==> src/rtl/dled_pkg.sv <==
// dled_pkg: shared types and helpers for the LED pattern generator.
//   mode_e  - per-channel drive mode (OFF / ON / BLINK / BURST)
//   state_e - per-channel FSM state (STEADY / ON_PH / OFF_PH / PAUSE)
//   clamp_hp / clamp_len - map a zero half-period / burst length to 1
//   pause_term - last phase-counter value of a PAUSE phase
package dled_pkg;

    typedef enum logic [1:0] {
        MODE_OFF   = 2'b00,
        MODE_ON    = 2'b01,
        MODE_BLINK = 2'b10,
        MODE_BURST = 2'b11
    } mode_e;

    typedef enum logic [1:0] {
        ST_STEADY = 2'b00,
        ST_ON_PH  = 2'b01,
        ST_OFF_PH = 2'b10,
        ST_PAUSE  = 2'b11
    } state_e;

    localparam int HP_W    = 8;   // half-period width (ticks)
    localparam int LEN_W   = 4;   // burst length / pulse counter width
    // The phase counter has to reach PAUSE_HP*H-1 (up to 255*255-1),
    // so it is kept at 16 bits rather than the half-period width.
    localparam int PHASE_W = 16;

    function automatic logic [HP_W-1:0] clamp_hp(input logic [HP_W-1:0] v);
        return (v == '0) ? HP_W'(1) : v;
    endfunction

    function automatic logic [LEN_W-1:0] clamp_len(input logic [LEN_W-1:0] v);
        return (v == '0) ? LEN_W'(1) : v;
    endfunction

    function automatic logic [PHASE_W-1:0] pause_term(input logic [HP_W-1:0] h,
                                                      input int unsigned   php);
        return PHASE_W'(php * 32'(h)) - PHASE_W'(1);
    endfunction

endpackage

==> src/rtl/dled_channel.sv <==
// dled_channel: one LED channel (mode register, phase/pulse counters, FSM).
// Ports:
//   clk_i          - clock
//   rst_ni         - asynchronous active-low reset (already synchronised)
//   tick_i         - shared prescaler strobe; phase counters advance only on it
//   mode_i[1:0]    - requested mode; any difference from the registered copy
//                    restarts the channel and overrides a same-cycle tick
//   half_period_i  - half-period in ticks (0 treated as 1)
//   burst_len_i    - pulses per burst (0 treated as 1)
//   dled_o         - registered LED drive, updated on the same edge as the FSM
//   state_o        - current FSM state, for debug/observation
module dled_channel
    import dled_pkg::*;
#(
    parameter int PAUSE_HP = 4
) (
    input  logic             clk_i,
    input  logic             rst_ni,
    input  logic             tick_i,
    input  logic [1:0]       mode_i,
    input  logic [HP_W-1:0]  half_period_i,
    input  logic [LEN_W-1:0] burst_len_i,
    output logic             dled_o,
    output logic [1:0]       state_o
);

    state_e               state_q;
    logic [1:0]           mode_q;
    logic [PHASE_W-1:0]   phase_q;
    logic [PHASE_W-1:0]   phase_d;
    logic [LEN_W-1:0]     pulse_q;
    logic [HP_W-1:0]      h_q;
    logic [LEN_W-1:0]     n_q;
    logic                 dled_q;

    logic [HP_W-1:0]      h_in;
    logic [LEN_W-1:0]     n_in;
    logic [PHASE_W-1:0]   hp_term;
    logic [PHASE_W-1:0]   ps_term;
    logic                 mode_chg;

    assign h_in     = clamp_hp(half_period_i);
    assign n_in     = clamp_len(burst_len_i);
    assign mode_chg = (mode_i != mode_q);
    assign phase_d  = phase_q + PHASE_W'(1);
    // Terminal values use the sampled half-period, so a new half_period_i
    // only matters from the next phase boundary onwards.
    assign hp_term  = PHASE_W'(h_q) - PHASE_W'(1);
    assign ps_term  = pause_term(h_q, PAUSE_HP);

    always_ff @(posedge clk_i or negedge rst_ni) begin
        if (!rst_ni) begin
            state_q <= ST_STEADY;
            mode_q  <= 2'b00;
            phase_q <= '0;
            pulse_q <= '0;
            h_q     <= '0;
            n_q     <= '0;
            dled_q  <= 1'b0;
        end else if (mode_chg) begin
            mode_q  <= mode_i;
            phase_q <= '0;
            pulse_q <= '0;
            h_q     <= h_in;
            n_q     <= n_in;
            case (mode_i)
                MODE_OFF: begin
                    state_q <= ST_STEADY;
                    dled_q  <= 1'b0;
                end
                MODE_ON: begin
                    state_q <= ST_STEADY;
                    dled_q  <= 1'b1;
                end
                default: begin
                    state_q <= ST_ON_PH;
                    dled_q  <= 1'b1;
                end
            endcase
        end else if (tick_i) begin
            case (state_q)
                ST_ON_PH: begin
                    if (phase_q == hp_term) begin
                        state_q <= ST_OFF_PH;
                        dled_q  <= 1'b0;
                        phase_q <= '0;
                        h_q     <= h_in;
                        n_q     <= n_in;
                        // pulse_q counts completed ON phases of the burst
                        if (mode_q == MODE_BURST) pulse_q <= pulse_q + LEN_W'(1);
                    end else begin
                        phase_q <= phase_d;
                    end
                end
                ST_OFF_PH: begin
                    if (phase_q == hp_term) begin
                        phase_q <= '0;
                        h_q     <= h_in;
                        n_q     <= n_in;
                        if (mode_q == MODE_BURST && pulse_q >= n_q) begin
                            state_q <= ST_PAUSE;
                            dled_q  <= 1'b0;
                            pulse_q <= '0;
                        end else begin
                            state_q <= ST_ON_PH;
                            dled_q  <= 1'b1;
                        end
                    end else begin
                        phase_q <= phase_d;
                    end
                end
                ST_PAUSE: begin
                    if (phase_q == ps_term) begin
                        state_q <= ST_ON_PH;
                        dled_q  <= 1'b1;
                        phase_q <= '0;
                        h_q     <= h_in;
                        n_q     <= n_in;
                    end else begin
                        phase_q <= phase_d;
                    end
                end
                default: begin
                    // ST_STEADY: output fixed by mode, nothing to count
                end
            endcase
        end
    end

    assign dled_o  = dled_q;
    assign state_o = state_q;

endmodule

==> src/rtl/dled_pattern_gen.sv <==
// dled_pattern_gen: multi-channel LED pattern generator.
// Ports:
//   clk100m_ref           - 100 MHz reference clock
//   btn                   - asynchronous active-low reset; release is
//                           synchronised with a 2-flop deassertion synchroniser
//   mode_i[2*NCH]         - per-channel mode (00 OFF, 01 ON, 10 BLINK, 11 BURST)
//   half_period_i[8*NCH]  - per-channel half-period in ticks (0 -> 1)
//   burst_len_i[4*NCH]    - per-channel pulses per burst (0 -> 1)
//   dled[NCH]             - registered LED drive, 1 = lit
//   tick_o                - one-cycle strobe on each prescaler wrap
//   dbg_state_o[2*NCH]    - per-channel FSM state (2 bits per channel)
//
// Valid/ready: none. Inputs are level-sampled every clock; there is no
// handshake, a change on mode_i is acted on in the cycle it is seen.
module dled_pattern_gen
    import dled_pkg::*;
#(
    parameter int NCH      = 3,
    parameter int TICK_DIV = 1000000,
    parameter int PAUSE_HP = 4
) (
    input  logic                 clk100m_ref,
    input  logic                 btn,
    input  logic [2*NCH-1:0]     mode_i,
    input  logic [HP_W*NCH-1:0]  half_period_i,
    input  logic [LEN_W*NCH-1:0] burst_len_i,
    output logic [NCH-1:0]       dled,
    output logic                 tick_o,
    output logic [2*NCH-1:0]     dbg_state_o
);

    localparam int                CNT_W    = $clog2(TICK_DIV);
    localparam logic [CNT_W-1:0]  CNT_LAST = CNT_W'(TICK_DIV - 1);

    logic [1:0]       sync_q;
    logic             rst_n;
    logic [CNT_W-1:0] cnt_q;
    logic [CNT_W-1:0] cnt_d;

    // Assertion passes straight through; release needs two clean edges.
    always_ff @(posedge clk100m_ref or negedge btn) begin
        if (!btn) begin
            sync_q <= 2'b00;
        end else begin
            sync_q <= {sync_q[0], 1'b1};
        end
    end

    assign rst_n = sync_q[1];

    assign tick_o = (cnt_q == CNT_LAST);
    assign cnt_d  = tick_o ? '0 : cnt_q + CNT_W'(1);

    always_ff @(posedge clk100m_ref or negedge rst_n) begin
        if (!rst_n) begin
            cnt_q <= '0;
        end else begin
            cnt_q <= cnt_d;
        end
    end

    for (genvar i = 0; i < NCH; i++) begin : g_ch
        dled_channel #(
            .PAUSE_HP(PAUSE_HP)
        ) u_ch (
            .clk_i        (clk100m_ref),
            .rst_ni       (rst_n),
            .tick_i       (tick_o),
            .mode_i       (mode_i[2*i +: 2]),
            .half_period_i(half_period_i[HP_W*i +: HP_W]),
            .burst_len_i  (burst_len_i[LEN_W*i +: LEN_W]),
            .dled_o       (dled[i]),
            .state_o      (dbg_state_o[2*i +: 2])
        );
    end

endmodule

==> config.mk <==
export PLATFORM = sky130hd
export DESIGN_NAME = dled_pattern_gen
export DESIGN_NICKNAME = d
export VERILOG_FILES = /design/src/rtl/dled_pkg.sv /design/src/rtl/dled_channel.sv /design/src/rtl/dled_pattern_gen.sv
export SDC_FILE = /design/constraint.sdc
export NUM_CORES = 1
export LEC_CHECK = 0
export CORE_ASPECT_RATIO = 1.2
export CORE_MARGIN = 2
export CORE_UTILIZATION = 35
export CTS_BUF_LIST = sky130_fd_sc_hd__clkbuf_8
export DETAILED_ROUTE_END_ITERATION = 7
export DONT_BUFFER_PORTS = 1
export GPL_TIMING_DRIVEN = 0
export PLACE_DENSITY = 0.48
export REMOVE_ABC_BUFFERS = 1
export SLEW_MARGIN = 20
export SYNTH_ARGS = -nofsm -noshare
export SYNTH_HDL_FRONTEND = slang
export SYNTH_SLANG_ARGS = --single-unit
export TNS_END_PERCENT = 30
==> constraint.sdc <==
create_clock -name clk100m_ref -period 4.3 [get_ports clk100m_ref]
set_input_delay 0.86 -clock clk100m_ref [delete_from_list [all_inputs] [get_ports clk100m_ref]]
set_output_delay 0.86 -clock clk100m_ref [all_outputs]
set_load 0.02 [all_outputs]
==> impl_metrics.toml <==
[hold_path]
worst_hold_path_type = "in -> async"

[global_route]
globalRouteTotalUtil_pct = 15.6
grt_pass1_vias = 6491
grt_pass1_wl_mm = 32.9
pin_count_of_the_biggest_net_entering_global_routing = 43
grt_overflow = 0
grt_antenna_before_repair = 0

[synth]
synth_area_um2 = 8620
sequential_fraction_of_the_synthesis_area_pct = 38.6
number_of_cells_produced_by_synthesis = 922
synthArstFlopShare_pct = 100
synth_enable_flop_cells = 0
ys_ff_latch = 133
synth_ff_type = "dfrtp_1"
netlist.area_leader.share_pct = 38.6
synth_area_leader = "dfrtp_1"
yosys.cell_types.count = 83
yosys_warnings = 0
syn-mean-instance-area_um2 = 9.35
synthTopCellsByArea = "dfrtp_1 39%, xnor2_1 5.1%, ha_1 4.9%"

[sta]
tns_ns = 0
finalCriticalPeriod_ns = 3.89
fin_crit_sh_pct = 90.4
finClkSkew_ns = 0.0232
finalHoldViolCount = 0
achievable-frequency_ghz = 0.257
worst_pin_slew_ns = 1.06
finalSetupViolations = 0
slew_violations = 0
max-slew-margin-rel_pct = 29.4
grt_setup_unrepaired = "no"

[finish]
fill_cells = 2437
area_growth_syn_to_layout_pct = 7.94
final-seq-area_um2 = 3330
layout-drive-gt1-share_pct = 10.2
net_count_reported_at_finish = 966
finish.instance_area_um2 = 9310
layout.core_utilization_pct = 38.7
num_antenna_cells = 0
final-instance-count-excl-fill = 1220
area_of_the_multi_input_gates_um2 = 4850

[floorplanning]
fp.dieH_um = 176
die_w_um = 147
boundaryPins = 54
placeable_core_area_um2 = 24000
floorplan.initialDensity_pct = 35.8
std_cell_rows = 62
die_area_um2 = 25900

[placement]
gp_routability_congestion = 0.794
post-place-cells = 1189
io_buffers = 0
placement.cell_area_um2 = 8850
post-dp-hpwl_mm = 13.9

[critical_path]
cp_slowest_cell = "or3_1"
worstPathCellList = "inv_1 -> ha_1 -> or3b_2 -> or4_1 -> o21ai_1 -> nand4_1 -> o31a_1 -> o21ai_2 -> or3_1 -> o31ai_1"
critical_path.n_buffers_inverters = 1
crit_arrival_ns = 4.19
worstSetupStartpointType = "flip-flop"
setup.worst_path.end_class = "flip-flop"
critical_path.max_fanout = 15
cpLargestDelayFamily = "simple AND/OR/NAND/NOR gates"
critPathMaxStageDelay_ns = 0.61
crit_path_kind = "reg -> reg"
critical_path_required_ns = 4.60

[clocking]
clock_tree.root_cell = "clkbuf_8"
cts_max_path_buffers = 2
post-cts-setup-buffer-count = 0
tritoncts_clock_tree = "done"
clkSlewWorstSetupHoldPaths_ns = 0.09
numCtsBuffers = 17
ctsHoldBuffers = 0
cts_sinks = 133
clock_insertion_delay_worst_skew_ns = 0.45
htreeDepth = 4

[run_status]
run_status = "completed"

[detailed_routing]
drt_first_iter_violations = 222
routedWlPerCell_um = 15.8
drc = 0
routed_wl_mm = 19.2
route.vias.total = 6400
post_detailed_route_count_of_antenna_violating_nets = 0
detail_route.first_pass.iterations = 4
post_drt_via_cell_ratio = 5.25

[job]
cap_viol_max_count = 0

[power_and_ir_drop]
totalPowerFinal_uw = 3200
vdd_ir_drop_max_v = 0.000164
p_leak_uw = 0.00382
cellPowerDensity_nw_per_um2 = 343
-- state kept, by name, indices dropped and copies added, names as in the netlist --
signal / count
g_ch.u_ch.pulse_q: 12
g_ch.u_ch.state_o: 6
sync_q: 2
g_ch.u_ch.n_q: 12
g_ch.u_ch.phase_q: 48
cnt_q: 20
g_ch.u_ch.dled_o: 3
g_ch.u_ch.mode_q: 6
g_ch.u_ch.h_q: 24
-- kinds of logic after synthesis --
kind of cell	count (synthesis)	synth area share [%]
and+or+nand+nor	356	21.5
other	1	0.0435
adders and majority gates	34	4.93
DFF	133	38.6
buffers and inverters	107	5.28
xor gates and xnor gates	88	9.91
AOI/OAI and AO/OA	158	13.7
muxes	45	5.98
-- where the power goes --
| group | internal [uW] | total (uW) | switching [uW] |
|---|---|---|---|
| Clock | 702 | 1230 | 525 |
| Sequential | 1320 | 1430 | 113 |
| Combinational | 249 | 536 | 286 |
| Total | 2270 | 3200 | 924 |
-- final cells by class --
| cell class | count | area share, % |
|---|---|---|
| Clock buffer | 18 | 2.66 |
| Timing Repair Buffer | 3 | 0.807 |
| Multi-Input combinational cell | 682 | 52.1 |
| Inverter | 51 | 2.06 |
| Tap cell | 320 | 4.30 |
| Sequential cell | 133 | 35.8 |
| Clock inverter | 13 | 2.23 |
-- cells in the mapped netlist, types with 12 or more instances --
| master | number |
|---|---|
| a21oi_1 | 19 |
| nand4_1 | 18 |
| mux2_2 | 21 |
| nor3_1 | 23 |
| nand2_1 | 91 |
| xor2_1 | 32 |
| xnor2_1 | 50 |
| o21ai_0 | 25 |
| nor2_1 | 53 |
| dfrtp_1 | 133 |
| nand3_1 | 48 |
| and2_1 | 14 |
| inv_1 | 51 |
| clkbuf_1 | 32 |
| o31ai_1 | 24 |
| or3_1 | 25 |
| ha_1 | 34 |
| and3_1 | 12 |
-- stage by stage --
step                      hold slack [ns]  setup WS (ns)
after CTS                          0.0699         0.0628
after floorplan                     0.331          0.320
after global placement              0.335          -1.80
after detailed placement            0.210         0.0746
final                               0.108          0.412
after global routing               0.0638         0.0399
-- per-layer routing --
metal  track usage [%]  share of wire (%)
met5                 0                  0
met4              3.61               0.78
met3              3.92                4.2
met1              20.2                 47
met2              26.4                 48
-- path summary, 6_finish.rpt --
path / slack [ns] / cells after the start / startpoint / end
setup / recovery: 0.41 / 10 / g_ch[1].u_ch.h_q[0]$_DFFE_PN0P_ / g_ch[1].u_ch.phase_q[11]$_DFFE_PN0P_
hold / removal: 0.11 / 0 / btn / sync_q[1]$_DFF_PN0_
setup reg to reg: 0.41 / 10 / g_ch[1].u_ch.h_q[0]$_DFFE_PN0P_ / g_ch[1].u_ch.phase_q[11]$_DFFE_PN0P_
hold reg to reg: 0.20 / 0 / sync_q[1]$_DFF_PN0_ / g_ch[2].u_ch.h_q[4]$_DFFE_PN0P_
max in group asynchronous: 3.06 / 3 / sync_q[1]$_DFF_PN0_ / g_ch[0].u_ch.pulse_q[0]$_DFFE_PN0P_
min in group clk100m_ref: 0.36 / 0 / sync_q[0]$_DFF_PN0_ / sync_q[1]$_DFF_PN0_
-- placed cells by master, fill, tap and decap left out, drive strengths merged, types with 8 or more instances in the layout --
master,count
dfrtp,133
nand2,91
nor2,53
inv,52
xnor2,50
nand3,48
ha,34
mux2,34
xor2,32
o21ai,31
or3,25
o31ai,24
nor3,23
a21oi,20
nand4,18
clkbuf,18
and2,15
a31oi,13
and3,12
nor4,12
or2,12
or4,12
mux2i,11
nand2b,10
nor3b,8
o2bb2a,8
-- timing repair --
action,4_1_cts,5_1_grt
resized for setup,0,1
setup endpoints to repair,0,15
endpoints found under the hold margin,0,0
Power figures use the tool's default switching activity.
